==> src/rtl/uart_cmd_parser.sv <==
// Decodes a received "KEY=VALUE" payload, one byte per clock, into key code, magnitude and sign.
// Optional hex values ("0x"/"0X" prefix) are enabled by defining UART_CMD_PARSER_HEX_EN.
module uart_cmd_parser #(
   parameter int unsigned MAX_LEN = 128,
   parameter int unsigned VALUE_W = 32
) (
   input  logic               sys_clk,
   input  logic               sys_rst,
   input  logic [1023:0]      rx_string,
   input  logic [7:0]         rx_length,
   input  logic               rx_done,
   output logic [15:0]        cmd_key,
   output logic [VALUE_W-1:0] cmd_value,
   output logic               cmd_neg,
   output logic               cmd_valid,
   output logic               cmd_err,
   output logic [2:0]         err_code,
   output logic               busy
);

   localparam logic [7:0]         LP_MAX = 8'(MAX_LEN);
   localparam logic [VALUE_W+3:0] LP_TEN = (VALUE_W + 4)'(10);

   typedef enum logic [2:0] {
      StIdle,
      StKey,
      StSign,
      StDigitFirst,
`ifdef UART_CMD_PARSER_HEX_EN
      StHexFirst,
      StHex,
`endif
      StDigit
   } state_t;

   state_t               r_state;
   logic [1023:0]        r_buf;
   logic [7:0]           r_len;
   logic [7:0]           r_idx;
   logic [VALUE_W-1:0]   r_acc;
   logic                 r_neg;
   logic [15:0]          r_key;

   state_t               w_nxt;
   logic [VALUE_W-1:0]   w_acc_nxt;
   logic                 w_neg_nxt;
   logic [15:0]          w_key_nxt;
   logic                 w_fail;
   logic [2:0]           w_code;
   logic                 w_done;
   logic [7:0]           w_byte;
   logic                 w_end;
   logic                 w_last;
   logic                 w_upper;
   logic                 w_is_dig;
   logic [VALUE_W+3:0]   w_dec;

   assign w_byte   = r_buf[{r_idx[6:0], 3'b000} +: 8];
   assign w_end    = (r_idx == r_len);
   assign w_last   = (r_idx == r_len - 8'd1);
   assign w_upper  = (w_byte >= 8'h41) && (w_byte <= 8'h5A);
   assign w_is_dig = (w_byte >= 8'h30) && (w_byte <= 8'h39);
   assign w_dec    = ({4'b0000, r_acc} * LP_TEN) + {{VALUE_W{1'b0}}, w_byte[3:0]};

`ifdef UART_CMD_PARSER_HEX_EN
   logic               r_lead;
   logic               w_lead_nxt;
   logic               w_is_hex;
   logic [3:0]         w_nib;
   logic [VALUE_W+3:0] w_hex;
   logic               w_is_x;

   assign w_is_x   = (w_byte == 8'h78) || (w_byte == 8'h58);
   assign w_is_hex = w_is_dig || ((w_byte >= 8'h41) && (w_byte <= 8'h46))
                     || ((w_byte >= 8'h61) && (w_byte <= 8'h66));
   assign w_nib    = w_is_dig ? w_byte[3:0] : (w_byte[3:0] + 4'd9);
   assign w_hex    = {r_acc, 4'b0000} + {{VALUE_W{1'b0}}, w_nib};
`endif

   always_comb begin
      w_nxt     = r_state;
      w_acc_nxt = r_acc;
      w_neg_nxt = r_neg;
      w_key_nxt = r_key;
      w_fail    = 1'b0;
      w_code    = 3'd0;
`ifdef UART_CMD_PARSER_HEX_EN
      w_lead_nxt = 1'b0;
`endif
      case (r_state)
         StKey: begin
            if (w_end) begin
               w_fail = 1'b1;
               w_code = 3'd3;
            end else if (r_idx == 8'd0) begin
               if (w_upper) begin
                  w_key_nxt = {8'h00, w_byte};
               end else begin
                  w_fail = 1'b1;
                  w_code = 3'd2;
               end
            end else if ((r_idx == 8'd1) && w_upper) begin
               w_key_nxt = {r_key[7:0], w_byte};
            end else if (w_byte == 8'h3D) begin
               w_nxt = StSign;
            end else begin
               w_fail = 1'b1;
               w_code = 3'd3;
            end
         end
         StSign, StDigitFirst: begin
            if (!w_end && (r_state == StSign) && (w_byte == 8'h2D)) begin
               w_neg_nxt = 1'b1;
               w_nxt     = StDigitFirst;
            end else if (!w_end && w_is_dig) begin
               w_acc_nxt = {{(VALUE_W - 4){1'b0}}, w_byte[3:0]};
               w_nxt     = StDigit;
`ifdef UART_CMD_PARSER_HEX_EN
               w_lead_nxt = (w_byte == 8'h30);
`endif
            end else begin
               w_fail = 1'b1;
               w_code = 3'd4;
            end
         end
         StDigit: begin
            if (!w_end && w_is_dig) begin
               if (w_dec[VALUE_W+3:VALUE_W] != 4'd0) begin
                  w_fail = 1'b1;
                  w_code = 3'd5;
               end else begin
                  w_acc_nxt = w_dec[VALUE_W-1:0];
               end
`ifdef UART_CMD_PARSER_HEX_EN
            end else if (!w_end && r_lead && w_is_x) begin
               w_nxt = StHexFirst;
`endif
            end else begin
               w_fail = 1'b1;
               w_code = 3'd4;
            end
         end
`ifdef UART_CMD_PARSER_HEX_EN
         StHexFirst, StHex: begin
            if (!w_end && w_is_hex) begin
               if (w_hex[VALUE_W+3:VALUE_W] != 4'd0) begin
                  w_fail = 1'b1;
                  w_code = 3'd5;
               end else begin
                  w_acc_nxt = w_hex[VALUE_W-1:0];
                  w_nxt     = StHex;
               end
            end else begin
               w_fail = 1'b1;
               w_code = 3'd4;
            end
         end
`endif
         default: ;
      endcase
   end

`ifdef UART_CMD_PARSER_HEX_EN
   assign w_done = !w_fail && w_last && ((w_nxt == StDigit) || (w_nxt == StHex));
`else
   assign w_done = !w_fail && w_last && (w_nxt == StDigit);
`endif

   always_ff @(posedge sys_clk or posedge sys_rst) begin
      if (sys_rst) begin
         r_state   <= StIdle;
         r_buf     <= '0;
         r_len     <= '0;
         r_idx     <= '0;
         r_acc     <= '0;
         r_neg     <= 1'b0;
         r_key     <= '0;
         cmd_key   <= '0;
         cmd_value <= '0;
         cmd_neg   <= 1'b0;
         cmd_valid <= 1'b0;
         cmd_err   <= 1'b0;
         err_code  <= '0;
         busy      <= 1'b0;
`ifdef UART_CMD_PARSER_HEX_EN
         r_lead    <= 1'b0;
`endif
      end else begin
         cmd_valid <= 1'b0;
         cmd_err   <= 1'b0;
         if (r_state == StIdle) begin
            if (rx_done) begin
               if ((rx_length == 8'd0) || (rx_length > LP_MAX)) begin
                  cmd_err  <= 1'b1;
                  err_code <= 3'd1;
               end else begin
                  r_buf   <= rx_string;
                  r_len   <= rx_length;
                  r_idx   <= '0;
                  r_acc   <= '0;
                  r_neg   <= 1'b0;
                  r_key   <= '0;
                  r_state <= StKey;
                  busy    <= 1'b1;
               end
            end
         end else begin
            r_idx <= r_idx + 8'd1;
            r_acc <= w_acc_nxt;
            r_neg <= w_neg_nxt;
            r_key <= w_key_nxt;
`ifdef UART_CMD_PARSER_HEX_EN
            r_lead <= w_lead_nxt;
`endif
            if (w_fail) begin
               cmd_err  <= 1'b1;
               err_code <= w_code;
               r_state  <= StIdle;
               busy     <= 1'b0;
            end else if (w_done) begin
               cmd_key   <= w_key_nxt;
               cmd_value <= w_acc_nxt;
               cmd_neg   <= w_neg_nxt;
               cmd_valid <= 1'b1;
               r_state   <= StIdle;
               busy      <= 1'b0;
            end else begin
               r_state <= w_nxt;
            end
         end
      end
   end

endmodule

==> config.mk <==
export PLATFORM = sky130hd
export DESIGN_NAME = uart_cmd_parser
export DESIGN_NICKNAME = d
export VERILOG_FILES = /design/src/rtl/uart_cmd_parser.sv
export SDC_FILE = /design/constraint.sdc
export NUM_CORES = 2
export LEC_CHECK = 0
export ABC_CLOCK_PERIOD_IN_PS = 67300
export CAP_MARGIN = 25
export CORE_AREA = 2 2 421 423
export DETAILED_ROUTE_END_ITERATION = 7
export DIE_AREA = 0 0 423 425
export HOLD_SLACK_MARGIN = 0.12
export PLACE_DENSITY = 0.54
export SETUP_SLACK_MARGIN = 0.4
export SLEW_MARGIN = 20
export SYNTH_ARGS = -nofsm -noshare
export SYNTH_HDL_FRONTEND = slang
export SYNTH_SLANG_ARGS = --single-unit
==> constraint.sdc <==
create_clock -name sys_clk -period 67.3 [get_ports sys_clk]
set_clock_uncertainty 0.2 [all_clocks]
set_input_delay 20.19 -clock sys_clk [delete_from_list [all_inputs] [get_ports sys_clk]]
set_output_delay 20.19 -clock sys_clk [all_outputs]
set_load 0.005 [all_outputs]
==> impl_results.html <==
<table>
<tr><th>Metric</th><th>Value</th></tr>
<tr><th colspan="2">Status</th></tr>
<tr><td>Result of the run</td><td>finished, final reports clean</td></tr>
<tr><th colspan="2">Logic synthesis</th></tr>
<tr><td>Number of flops mapped to enable cells by yosys</td><td>0</td></tr>
<tr><td>Total number of yosys warnings</td><td>0</td></tr>
<tr><td>Syn Area/Cell</td><td>9.167 µm²</td></tr>
<tr><td>Area contributors post-synth</td><td>sky130_fd_sc_hd__dfrtp_1 (52%), sky130_fd_sc_hd__nand2_1 (22%), sky130_fd_sc_hd__mux4_2 (8.0%)</td></tr>
<tr><td>Number of storage elements in the synthesis netlist</td><td>1147</td></tr>
<tr><td>Flip-flop cell with the highest count after synthesis</td><td>sky130_fd_sc_hd__dfrtp_1</td></tr>
<tr><td>Biggest area consumer among synthesized cells</td><td>sky130_fd_sc_hd__dfrtp_1</td></tr>
<tr><td>Count of mapped cells out of synthesis</td><td>6003</td></tr>
<tr><td>Asr flop ratio synth</td><td>100.0%</td></tr>
<tr><td>Count of cell types in the netlist</td><td>82</td></tr>
<tr><td>Post-Syn Area</td><td>55030 µm²</td></tr>
<tr><td>Top cell type's share of synthesized area</td><td>52.16%</td></tr>
<tr><td>Synthesized Nets</td><td>7107</td></tr>
<tr><td>Share of the yosys chip area belonging to registers</td><td>52.16%</td></tr>
<tr><th colspan="2">Clock network</th></tr>
<tr><td>Clock buffer count from CTS</td><td>140</td></tr>
<tr><td>Insertion delay to the later sink of the worst-skew pair</td><td>0.81 ns</td></tr>
<tr><td>CTS tree</td><td>done</td></tr>
<tr><td>Gates resized, CTS repair</td><td>0</td></tr>
<tr><td>Maximum root-to-sink buffer count</td><td>3</td></tr>
<tr><td>Post-cts hold buffer count</td><td>0</td></tr>
<tr><td>H-tree depth</td><td>4</td></tr>
<tr><td># clock sinks</td><td>1147</td></tr>
<tr><td>Setup bufs post-CTS</td><td>0</td></tr>
<tr><td>Post-CTS clock slew at the launch and capture registers of the worst setup and hold paths</td><td>0.06 ns</td></tr>
<tr><td>Library cell used as clock root buffer</td><td>sky130_fd_sc_hd__clkbuf_16</td></tr>
<tr><th colspan="2">Finish</th></tr>
<tr><td>Fill count</td><td>17500</td></tr>
<tr><td>Non-filler instance count after layout</td><td>9471</td></tr>
<tr><td>Share of layout cells above drive strength 1</td><td>7.806%</td></tr>
<tr><td>Area delta synth-&gt;final</td><td>32.53%</td></tr>
<tr><td>Net count reported at finish</td><td>8044</td></tr>
<tr><th colspan="2">Routing</th></tr>
<tr><td>WL final</td><td>247300 µm</td></tr>
<tr><td>Average routed wire per standard cell</td><td>26.12 µm</td></tr>
<tr><td>Number of remaining DRC errors</td><td>0</td></tr>
<tr><td>First-pass DRT Iterations</td><td>5</td></tr>
<tr><td>Antenna violation net count after detailed routing</td><td>0</td></tr>
<tr><td>Vias</td><td>47500</td></tr>
<tr><td>Initial detailed-routing violation count</td><td>3607</td></tr>
<tr><td>Vias per Instance</td><td>5.016</td></tr>
<tr><th colspan="2">Power and ir drop</th></tr>
<tr><td>Peak supply drop</td><td>0.02498 mV</td></tr>
<tr><td>Pwr/cell area</td><td>41.81 nW/µm²</td></tr>
<tr><td>Leakage power summed over all cells</td><td>34.82 nW</td></tr>
<tr><th colspan="2">Placement</th></tr>
<tr><td>Cell count after placement</td><td>9131</td></tr>
<tr><td>Detailed Place HPWL</td><td>186200 µm</td></tr>
<tr><td>Count of buffers inserted at the top-level ports</td><td>1089</td></tr>
<tr><td>RD Place Congestion</td><td>0.9138</td></tr>
<tr><th colspan="2">Worst hold path</th></tr>
<tr><td>HP Class</td><td>flop to flop</td></tr>
<tr><th colspan="2">Setup path</th></tr>
<tr><td>Kind of critical path</td><td>input pin to flop</td></tr>
<tr><td>Crit path arrival time</td><td>25.46 ns</td></tr>
<tr><td>CP Data Required Time</td><td>67.82 ns</td></tr>
<tr><td>Crit Path Max Fanout</td><td>239</td></tr>
<tr><td>Type of element launching the critical path</td><td>input pin</td></tr>
<tr><td>Crit path capture type</td><td>flop</td></tr>
<tr><th colspan="2">Floorplanning</th></tr>
<tr><td>Number of top-level design ports</td><td>1090</td></tr>
<tr><td>Height of the chip</td><td>425 µm</td></tr>
<tr><td>Horizontal die dimension</td><td>423 µm</td></tr>
<tr><td>Floorplan die area</td><td>179800 µm²</td></tr>
<tr><td>Initial Utilization</td><td>31.38%</td></tr>
<tr><td>Site row count</td><td>154</td></tr>
<tr><td>Standard cell core area</td><td>175300 µm²</td></tr>
<tr><th colspan="2">Global routing</th></tr>
<tr><td>Number of global-route vias before repair</td><td>47750</td></tr>
<tr><td>Overall global routing resource usage</td><td>26.97%</td></tr>
<tr><td>Final global-route overflow total</td><td>0</td></tr>
<tr><td>Pin count of the biggest net entering global routing</td><td>240</td></tr>
<tr><td>Antenna violations before repair</td><td>153</td></tr>
<tr><td>Global-route wire length before repair</td><td>348500 µm</td></tr>
<tr><th colspan="2">Timing</th></tr>
<tr><td>Final count of pins violating max slew</td><td>0</td></tr>
<tr><td>Setup violations, final</td><td>0</td></tr>
<tr><td>Period utilisation layout</td><td>37.06%</td></tr>
<tr><td>Normalized max-slew margin</td><td>9.006%</td></tr>
<tr><td>Setup repair after global routing missed its margin</td><td>no</td></tr>
<tr><td>Sum of negative setup slack</td><td>0 ns</td></tr>
<tr><td>Minimum hold slack</td><td>0.2687 ns</td></tr>
<tr><td>Final hold viol count</td><td>0</td></tr>
<tr><td>Achievable Freq</td><td>40.10 MHz</td></tr>
<tr><td>Min Tclk post-route</td><td>24.94 ns</td></tr>
<tr><td>Actual transition at the worst max-transition pin</td><td>1.365 ns</td></tr>
<tr><th colspan="2">Job</th></tr>
<tr><td># Max-Cap Violations</td><td>0</td></tr>
</table>
==> area by class of cell <==
| cell class | instances | area (µm²) | share of cell area [%] |
|---|---|---|---|
| sequential | 1147 | 28720 | 39.38 |
| multi-input combinational | 4441 | 24700 | 33.87 |
| timing repair buffer | 1165 | 11670 | 16.00 |
| clock buffer | 210 | 4050 | 5.554 |
| tap | 2340 | 2928 | 4.015 |
| clock inverter | 38 | 473.0 | 0.6485 |
| antenna | 85 | 212.7 | 0.2917 |
| inverter | 45 | 176.4 | 0.2419 |
==> state kept, by name, indices dropped and copies added (netlist names) <==
name / cells
r_buf: 1024
r_len: 8
cmd_valid: 1
cmd_value: 32
r_idx: 8
r_state: 3
r_key: 16
r_neg: 1
err_code: 3
r_acc: 32
cmd_err: 1
cmd_neg: 1
cmd_key: 16
busy: 1
==> routing by layer <==
metal | GRT usage, % | share of wire [%] | vias up | wire length, µm
li1 | - | - | 21650 | -
met1 | 33.21 | 41 | 23820 | 100200
met2 | 45.75 | 50 | 1486 | 122800
met5 | 0 | 0.21 | - | 526
met3 | 5.891 | 5.6 | 464 | 13870
met4 | 11.12 | 4.0 | 82 | 9986
==> cells in the mapped netlist, drive strengths merged, types with 10 or more instances <==
cell,count
a21o,44
nor4,14
a211oi,12
nor2b,20
o21a,10
a22o,22
and3,11
mux2i,180
ha,67
mux4,195
o22ai,14
a21oi,69
o21ai,54
nand2b,11
clkbuf,281
and4,10
nor2,95
nand4,23
dfrtp,1147
nor3,27
xor2,26
a221oi,10
nand3,35
inv,43
a22oi,73
nand2,3186
mux2,39
and2,11
xnor2,41
buf,89
==> power breakdown <==
| part | switching (W) | internal, W | leakage, nW | total [W] |
|---|---|---|---|---|
| combinational | 0.000661 | 0.000456 | 18.3 | 0.00112 |
| sequential | 0.000185 | 0.000989 | 14.4 | 0.00117 |
| clock | 0.000317 | 0.000441 | 2.21 | 0.000758 |
| total | 0.00116 | 0.00189 | 34.8 | 0.00305 |
==> cell usage in the layout, fill, tap and decap left out, drive strengths merged, types with 26 or more instances in the layout <==
master | synthesis | routed
a21o | 44 | 44
a21oi | 69 | 69
a22oi | 73 | 73
buf | 89 | 74
clkbuf | 281 | 212
clkdlybuf4s50 | 0 | 1089
dfrtp | 1147 | 1147
diode | 0 | 85
ha | 67 | 67
inv | 43 | 50
mux2 | 39 | 39
mux2i | 180 | 180
mux4 | 195 | 195
nand2 | 3186 | 3186
nand3 | 35 | 35
nor2 | 95 | 95
nor3 | 27 | 27
o21ai | 54 | 54
xnor2 | 41 | 41
xor2 | 26 | 26
==> stage by stage <==
stage / total power [W] / cell area, µm² / utilization (%) / setup slack [ns]
2_1_floorplan: 0.001845 / 55030 / - / 14.61
3_3_place_gp: 0.002282 / 68040 / 38.80 / 41.72
3_5_place_dp: 0.002306 / 68050 / 38.81 / 41.54
4_1_cts: 0.003076 / 72580 / 41.39 / 42.39
5_1_grt: 0.003234 / 72880 / 41.56 / 42.06
6_report: 0.003049 / 72930 / 41.59 / 42.36
==> worst max-delay path: stages <==
cell	delay, ns
sky130_fd_sc_hd__clkdlybuf4s50_1	0.43
sky130_fd_sc_hd__or4_1	0.72
sky130_fd_sc_hd__nor4_1	0.31
sky130_fd_sc_hd__xnor2_1	0.21
sky130_fd_sc_hd__nand3_4	0.46
sky130_fd_sc_hd__buf_4	0.75
sky130_fd_sc_hd__buf_12	0.72
sky130_fd_sc_hd__buf_4	0.96
sky130_fd_sc_hd__nand2_1	0.15
sky130_fd_sc_hd__nand2_1	0.10
==> final timing paths <==
| kind | start | end | slack, ns | depth (start not counted) |
|---|---|---|---|---|
| worst max register to register | r_idx[1]$_DFFE_PP0P_ | cmd_value[0]$_DFFE_PP0P_ | 57.85 | 24 |
| worst min register to register | r_buf[534]$_DFFE_PP0P_ | r_buf[534]$_DFFE_PP0P_ | 0.27 | 2 |
| worst min-delay path | r_buf[534]$_DFFE_PP0P_ | r_buf[534]$_DFFE_PP0P_ | 0.27 | 2 |
| min in group asynchronous | sys_rst | r_buf[0]$_DFFE_PP0P_ | 19.79 | 2 |
| worst max-delay path | rx_length[2] | r_buf[29]$_DFFE_PP0P_ | 42.36 | 10 |
| max in group asynchronous | sys_rst | r_buf[474]$_DFFE_PP0P_ | 44.30 | 6 |
==> cell families (layout without fill, tap and decap cells) <==
family          after synthesis  count (layout)  share of synthesized area (%)
xor+xnor                     67              67                          1.066
simple gates               3487            3487                          24.77
other cells                   0              85                              0
compound gates              404             404                          5.216
mux                         414             414                          12.05
fa+ha+maj                    69              69                          1.596
flops                      1147            1147                          52.16
buf+inv                     415            1458                          3.136
Power figures use the tool's default switching activity.
